### config.mk
export PLATFORM = sky130hd
export DESIGN_NAME = dm_port_arbiter
export DESIGN_NICKNAME = d
export VERILOG_FILES = /design/src/rtl/dm_port_arbiter_pkg.sv /design/src/rtl/dm_arb_pick.sv /design/src/rtl/dm_port_arbiter.sv
export SDC_FILE = /design/constraint.sdc
export NUM_CORES = 1
export LEC_CHECK = 0
export BUFFER_PORTS_ARGS = -buffer_cell sky130_fd_sc_hd__buf_2
export CORE_MARGIN = 1.5
export CORE_UTILIZATION = 41
export CTS_CLUSTER_DIAMETER = 200
export CTS_CLUSTER_SIZE = 12
export DETAILED_ROUTE_END_ITERATION = 16
export PLACE_DENSITY = 0.72
export RECOVER_POWER = 25
export SETUP_SLACK_MARGIN = 0.05
export SYNTH_ARGS = -nofsm -noshare
export SYNTH_HDL_FRONTEND = slang
export SYNTH_SLANG_ARGS = --single-unit
### constraint.sdc
create_clock -name clk -period 3.7 [get_ports clk]
set_input_delay 0.185 -clock clk [delete_from_list [all_inputs] [get_ports clk]]
set_output_delay 0.185 -clock clk [all_outputs]
set_load 0.01 [all_outputs]
### src/rtl/dm_port_arbiter_pkg.sv
// Shared types for the data-RAM port arbiter: FSM encoding and owner codes.
package dm_port_arbiter_pkg;

  typedef enum logic [1:0] {
    ARB_IDLE  = 2'd0,
    ARB_ISSUE = 2'd1,
    ARB_WAIT  = 2'd2,
    ARB_DONE  = 2'd3
  } arb_state_t;

  localparam logic OWN_CPU = 1'b0;
  localparam logic OWN_DMA = 1'b1;

  function automatic logic [3:0] issue_we(input arb_state_t s, input logic [3:0] be);
    return (s == ARB_ISSUE) ? be : 4'b0000;
  endfunction

endpackage

### src/rtl/dm_arb_pick.sv
// Winner select between CPU and DMA, with a saturating starvation counter that
// forces a DMA grant after STARVE_LIMIT consecutive CPU wins over a pending DMA.
module dm_arb_pick #(
  parameter int STARVE_LIMIT = 4
) (
  input  logic clk,
  input  logic reset,
  input  logic cpu_req,
  input  logic dma_req,
  input  logic idle,
  output logic grant_dma,
  output logic grant_valid
);

  localparam int SW = $clog2(STARVE_LIMIT + 1);
  localparam logic [SW-1:0] LIMIT = SW'(STARVE_LIMIT);

  logic [SW-1:0] starve_cnt;
  logic          starved;

  assign starved     = (starve_cnt == LIMIT);
  assign grant_valid = idle & (cpu_req | dma_req);
  assign grant_dma   = idle & dma_req & (~cpu_req | starved);

  // A CPU win can never happen while starved with DMA pending, so the counter
  // saturates naturally at LIMIT.
  always_ff @(posedge clk or posedge reset) begin
    if (reset) begin
      starve_cnt <= '0;
    end else if (grant_valid) begin
      if (grant_dma)
        starve_cnt <= '0;
      else if (dma_req && !starved)
        starve_cnt <= starve_cnt + 1'b1;
    end
  end

endmodule

### src/rtl/dm_port_arbiter.sv
// Shares the single-port data RAM between the CPU M stage and a DMA/debug master,
// one transaction at a time through a fixed-latency RAM.
module dm_port_arbiter
  import dm_port_arbiter_pkg::*;
#(
  parameter int ADDR_W       = 32,
  parameter int RAM_LAT      = 1,
  parameter int STARVE_LIMIT = 4
) (
  input  logic              clk,
  input  logic              reset,
  input  logic              cpu_req,
  input  logic [3:0]        cpu_be,
  input  logic [ADDR_W-1:0] cpu_addr,
  input  logic [31:0]       cpu_wdata,
  output logic              cpu_stall,
  output logic              cpu_done,
  output logic [31:0]       cpu_rdata,
  input  logic              dma_req,
  input  logic [3:0]        dma_be,
  input  logic [ADDR_W-1:0] dma_addr,
  input  logic [31:0]       dma_wdata,
  output logic              dma_done,
  output logic [31:0]       dma_rdata,
  output logic              ram_en,
  output logic [3:0]        ram_we,
  output logic [ADDR_W-3:0] ram_addr,
  output logic [31:0]       ram_wdata,
  input  logic [31:0]       ram_rdata,
  output logic [1:0]        state_dbg
);

  localparam int CNT_W = $clog2(RAM_LAT + 1);
  localparam logic [CNT_W-1:0] LAT_INIT = CNT_W'(RAM_LAT);
  localparam logic [CNT_W-1:0] CNT_ONE  = CNT_W'(1);

  arb_state_t        state, state_nxt;
  logic              owner_q;
  logic [3:0]        be_q;
  logic [ADDR_W-3:0] addr_q;
  logic [31:0]       wdata_q;
  logic [CNT_W-1:0]  cnt_q;
  logic              grant_dma, grant_valid;
  logic              unused_addr_lsbs;

  assign unused_addr_lsbs = ^{cpu_addr[1:0], dma_addr[1:0]};

  dm_arb_pick #(.STARVE_LIMIT(STARVE_LIMIT)) u_pick (
    .clk         (clk),
    .reset       (reset),
    .cpu_req     (cpu_req),
    .dma_req     (dma_req),
    .idle        (state == ARB_IDLE),
    .grant_dma   (grant_dma),
    .grant_valid (grant_valid)
  );

  always_ff @(posedge clk or posedge reset) begin
    if (reset) state <= ARB_IDLE;
    else       state <= state_nxt;
  end

  always_comb begin
    state_nxt = state;
    case (state)
      ARB_IDLE:  if (grant_valid) state_nxt = ARB_ISSUE;
      ARB_ISSUE: state_nxt = (be_q != 4'b0000) ? ARB_DONE : ARB_WAIT;
      ARB_WAIT:  if (cnt_q == CNT_ONE) state_nxt = ARB_DONE;
      ARB_DONE:  state_nxt = ARB_IDLE;
      default:   state_nxt = ARB_IDLE;
    endcase
  end

  // Payload is captured only at grant, so requester changes afterwards are ignored.
  always_ff @(posedge clk or posedge reset) begin
    if (reset) begin
      owner_q   <= OWN_CPU;
      be_q      <= '0;
      addr_q    <= '0;
      wdata_q   <= '0;
      cnt_q     <= '0;
      cpu_rdata <= '0;
      dma_rdata <= '0;
    end else begin
      if (grant_valid) begin
        owner_q <= grant_dma;
        be_q    <= grant_dma ? dma_be : cpu_be;
        addr_q  <= grant_dma ? dma_addr[ADDR_W-1:2] : cpu_addr[ADDR_W-1:2];
        wdata_q <= grant_dma ? dma_wdata : cpu_wdata;
      end
      if (state == ARB_ISSUE && be_q == 4'b0000) begin
        cnt_q <= LAT_INIT;
      end else if (state == ARB_WAIT) begin
        cnt_q <= cnt_q - 1'b1;
        if (cnt_q == CNT_ONE) begin
          if (owner_q == OWN_DMA) dma_rdata <= ram_rdata;
          else                    cpu_rdata <= ram_rdata;
        end
      end
    end
  end

  // Handshake: a master holds req (and payload) until its one-cycle done pulse;
  // the bench-visible grant happens only in IDLE, so a held req never double-issues.
  assign cpu_done  = (state == ARB_DONE) && (owner_q == OWN_CPU);
  assign dma_done  = (state == ARB_DONE) && (owner_q == OWN_DMA);
  assign cpu_stall = cpu_req & ~cpu_done & ~reset;
  assign ram_en    = (state == ARB_ISSUE);
  assign ram_we    = issue_we(state, be_q);
  assign ram_addr  = addr_q;
  assign ram_wdata = wdata_q;
  assign state_dbg = state;

endmodule

==> PnR_summary.wiki <==
{| class="wikitable"
! Metric !! Value
|-
| Post-CTS Setup Inserts || 0
|-
| Mapped Cells || 565
|-
| Transition time at the pin with the least slew margin || 1.26 ns
|-
| Sum of negative setup slack || 0 ns
|-
| RePlAce Congestion || 0.808
|-
| Full die area || 15,600 sq um
|-
| Layout Nets || 1,034
|-
| Wire length per cell || 17.2 um
|-
| Total power || 7.30 mW
|-
| Cell at the root of the clock tree || sky130_fd_sc_hd__clkbuf_16
|-
| Number of clock buffers inserted by TritonCTS || 17
|-
| Worst setup SP type || register
|-
| DR pass1 iterations || 4
|-
| Maximum number of pins on one net before global-route repair || 58
|-
| Aggregate global-route resource usage || 23.2%
|-
| DIE WIDTH || 125 um
|-
| Max Clock Freq || 408 MHz
|-
| Vias || 5,591
|-
| Period utilisation layout || 66.3%
|-
| Delay contributed by the slowest stage of the critical path || 0.68 ns
|-
| Combined area of all synthesized cells || 6090 sq um
|-
| Number of H-tree levels || 4
|-
| Maximum clock path buffer count || 2
|-
| Mean instance size in the synthesized netlist || 10.8 sq um
|-
| Placement Rows || 44
|-
| Leftover overflow at the end of global routing || 0
|-
| Number of slew-limit violations in the final report || 0
|-
| Required time of the critical path || 4.02 ns
|-
| Final standard cell utilization of the core || 56.8%
|-
| Starting utilization of the core area || 41.9%
|-
| Worst Setup Slack, final || 1.25 ns
|-
| Remaining routing DRC violations || 0
|-
| Number of warnings printed during yosys synthesis || 0
|-
| Arrival time of data at the critical path endpoint || 2.78 ns
|-
| Worst Clk Skew || 0.0110 ns
|-
| Count of unique library cells instantiated by Yosys || 33
|-
| Standby leakage power || 3.76 nW
|-
| Crit-path leading delay family || simple AND/OR/NAND/NOR gates
|-
| Series of cell instances along the critical path || inv_1 -> ha_1 -> and2_2 -> buf_4 -> a31oi_1 -> a21oi_1
|-
| Detailed placement HPWL || 12,600 um
|-
| Final hold violation count || 0
|-
| Status || complete, no violations
|-
| Power per standard cell area || 884 nW/um^2
|-
| Multiplexer share of the synthesized area || 12.1%
|-
| Nature of the critical path endpoint || register
|-
| Pre-CTS WS || 1.26 ns
|-
| Setup slack, reg-to-reg || 1.25 ns
|-
| Reg clk slew, reported paths || 0.07 ns
|-
| Commonest non-fill, non-tap cell in the layout || sky130_fd_sc_hd__buf_2
|-
| Synth-to-layout area growth || 35.5%
|-
| Number of flip-flops and latches in the synthesized netlist || 137
|-
| Path category of the worst min-delay check || primary input to register
|-
| Library cell contributing the largest single delay on the critical path || sky130_fd_sc_hd__and2_2
|-
| Number of sinks handled by clock tree synthesis || 137
|-
| Wire length of the first global-routing pass || 29,000 um
|-
| Number of inserted diodes || 0
|-
| Simple-gate area share of the yosys netlist || 6.38%
|-
| Via density per instance || 5.31
|-
| Via count of the first global-routing pass || 5,705
|-
| Worst Path Buf+Inv || 2
|-
| Unrepaired setup endpoints after global routing || false
|-
| Max-cap violations || 0
|-
| Synthesized-area fraction occupied by adder cells || 1.44%
|-
| Complex-gate fraction of the synthesized area || 19.6%
|-
| Synth Flop Type || sky130_fd_sc_hd__dfrtp_1
|-
| Area of the core || 14,500 sq um
|-
| Minimum period implied by the final worst setup slack || 2.45 ns
|-
| Proportion of synthesized flip-flops having asynchronous set or reset || 100%
|-
| TritonCTS clock tree || done
|-
| Synthesized Nets || 744
|-
| Tightest slew margin relative to the limit || 16.0%
|-
| Layout cells sized above 1 || 40.3%
|-
| Register area share after synthesis || 56.3%
|-
| Die Y-Extent || 125 um
|-
| Final setup vio count || 0
|-
| Main combinational cell family by area after synthesis || compound AO/OA/AOI/OAI gates
|-
| Count of non-filler cells in the finished layout || 1,052
|-
| Initial antenna violation count || 0
|-
| Clock latency of the later-clocked register in the worst-skew pair || 0.41 ns
|-
| Detailed Route WL || 18,100 um
|-
| Dpl cells || 1,017
|-
| Count of boundary I/O pins || 308
|-
| Worst-path maximum fanout || 35
|-
| Final antenna-violating net count || 0
|-
| Worst Path Class, Setup || register to register
|-
| Most used cells in the layout excluding fill and tap cells || sky130_fd_sc_hd__buf_2, sky130_fd_sc_hd__dfrtp_1, sky130_fd_sc_hd__clkbuf_1
|-
| Number of gates given a new drive strength after cts || 0
|-
| Worst supply voltage drop on vdd || 0.356 mV
|-
| Buffers on Ports || 303
|-
| Xor/xnor cell area share of the yosys netlist || 0%
|-
| Number of enable flip-flop cells after synthesis || 0
|-
| Detailed router's first-iteration violation count || 297
|}
[worst reg2reg max path, delay by kind of cell (launching register included)]
family | cells | cell delay [ns]
simple gates | 1 | 0.68
buf+inv | 2 | 0.56
flops | 1 | 0.43
compound gates | 2 | 0.36
fa+ha+maj | 1 | 0.34
[sequential cells by signal (all words and copies together), names as in the netlist]
| name | count |
|---|---|
| be_q | 4 |
| cnt_q | 1 |
| cpu_rdata | 32 |
| dma_rdata | 32 |
| owner_q | 1 |
| ram_addr | 30 |
| ram_wdata | 32 |
| state_dbg | 2 |
| u_pick.starve_cnt | 3 |
[repair_timing]
item                       4_1_cts  5_1_grt
hold endpoints to repair         8        1
hold buffers                     2        1
setup endpoints to repair        0        0
[cell type report]
type | count | area [sq um]
Clock buffer | 19 | 443
Clock inverter | 13 | 120
Fill cell | 1392 | 6280
Inverter | 5 | 20.0
Multi-Input combinational cell | 374 | 2450
Sequential cell | 137 | 3430
Tap cell | 184 | 230
Timing Repair Buffer | 320 | 1570
[where the power goes]
part / switching, mW / total, mW / leakage [nW] / internal (mW)
sequential: 0.429 / 2.68 / 1.58 / 2.25
combinational: 1.74 / 3.01 / 1.91 / 1.27
clock: 0.660 / 1.61 / 0.270 / 0.946
[worst paths after layout]
check,start,end,depth (start not counted)
worst max-delay path,state_dbg[0],ram_addr[22],6
worst min-delay path,cpu_wdata[25],ram_wdata[25],3
worst max register to register,state_dbg[0],ram_addr[22],6
worst min register to register,dma_rdata[24],dma_rdata[24],1
max in group asynchronous,reset,ram_addr[19],4
min in group asynchronous,reset,state_dbg[0],3
[routing by layer]
metal / track usage, % / vias to the layer above / wire, um / share of wire (%)
met1: 29.1 / 2685 / 7530 / 42
li1: - / 2625 / - / -
met4: 7.95 / 0 / 371 / 2.0
met5: 0 / - / 0 / 0
met3: 6.31 / 32 / 1290 / 7.1
met2: 38.9 / 249 / 8920 / 49
[metrics by stage]
| step | area, sq um | hold WS [ns] |
|---|---|---|
| after detailed placement | 7760 | 0.138 |
| after CTS | 8350 | 0.00139 |
| after floorplan | 6100 | 0.320 |
| after global placement | 7760 | 0.139 |
| after global routing | 8260 | 0.0000969 |
| final | 8260 | 0.0205 |
[cells in the mapped netlist, types with 2 or more instances]
cell | n | share of area (%)
sky130_fd_sc_hd__a211oi_1 | 2 | 0.25
sky130_fd_sc_hd__a21oi_1 | 67 | 5.5
sky130_fd_sc_hd__a31oi_1 | 66 | 6.8
sky130_fd_sc_hd__and2_1 | 5 | 0.51
sky130_fd_sc_hd__buf_1 | 3 | 0.18
sky130_fd_sc_hd__buf_2 | 7 | 0.57
sky130_fd_sc_hd__buf_6 | 6 | 1.1
sky130_fd_sc_hd__clkbuf_1 | 32 | 2.0
sky130_fd_sc_hd__dfrtp_1 | 137 | 56
sky130_fd_sc_hd__ha_1 | 7 | 1.4
sky130_fd_sc_hd__inv_1 | 5 | 0.31
sky130_fd_sc_hd__mux2_1 | 2 | 0.37
sky130_fd_sc_hd__mux2_2 | 61 | 11
sky130_fd_sc_hd__mux2_4 | 2 | 0.49
sky130_fd_sc_hd__nand2_1 | 3 | 0.18
sky130_fd_sc_hd__nand3_1 | 4 | 0.33
sky130_fd_sc_hd__nor2_1 | 68 | 4.2
sky130_fd_sc_hd__nor2b_1 | 2 | 0.21
sky130_fd_sc_hd__nor3b_1 | 2 | 0.25
sky130_fd_sc_hd__o21ai_0 | 69 | 5.7
sky130_fd_sc_hd__o21ai_1 | 3 | 0.25
[kinds of logic (layout without fill, tap and decap cells)]
| logic type | count (synthesis) | count (layout) |
|---|---|---|
| compound gates | 214 | 214 |
| buf+inv | 54 | 357 |
| mux | 65 | 65 |
| flops | 137 | 137 |
| simple gates | 88 | 88 |
| fa+ha+maj | 7 | 7 |
Power figures use the tool's default switching activity.
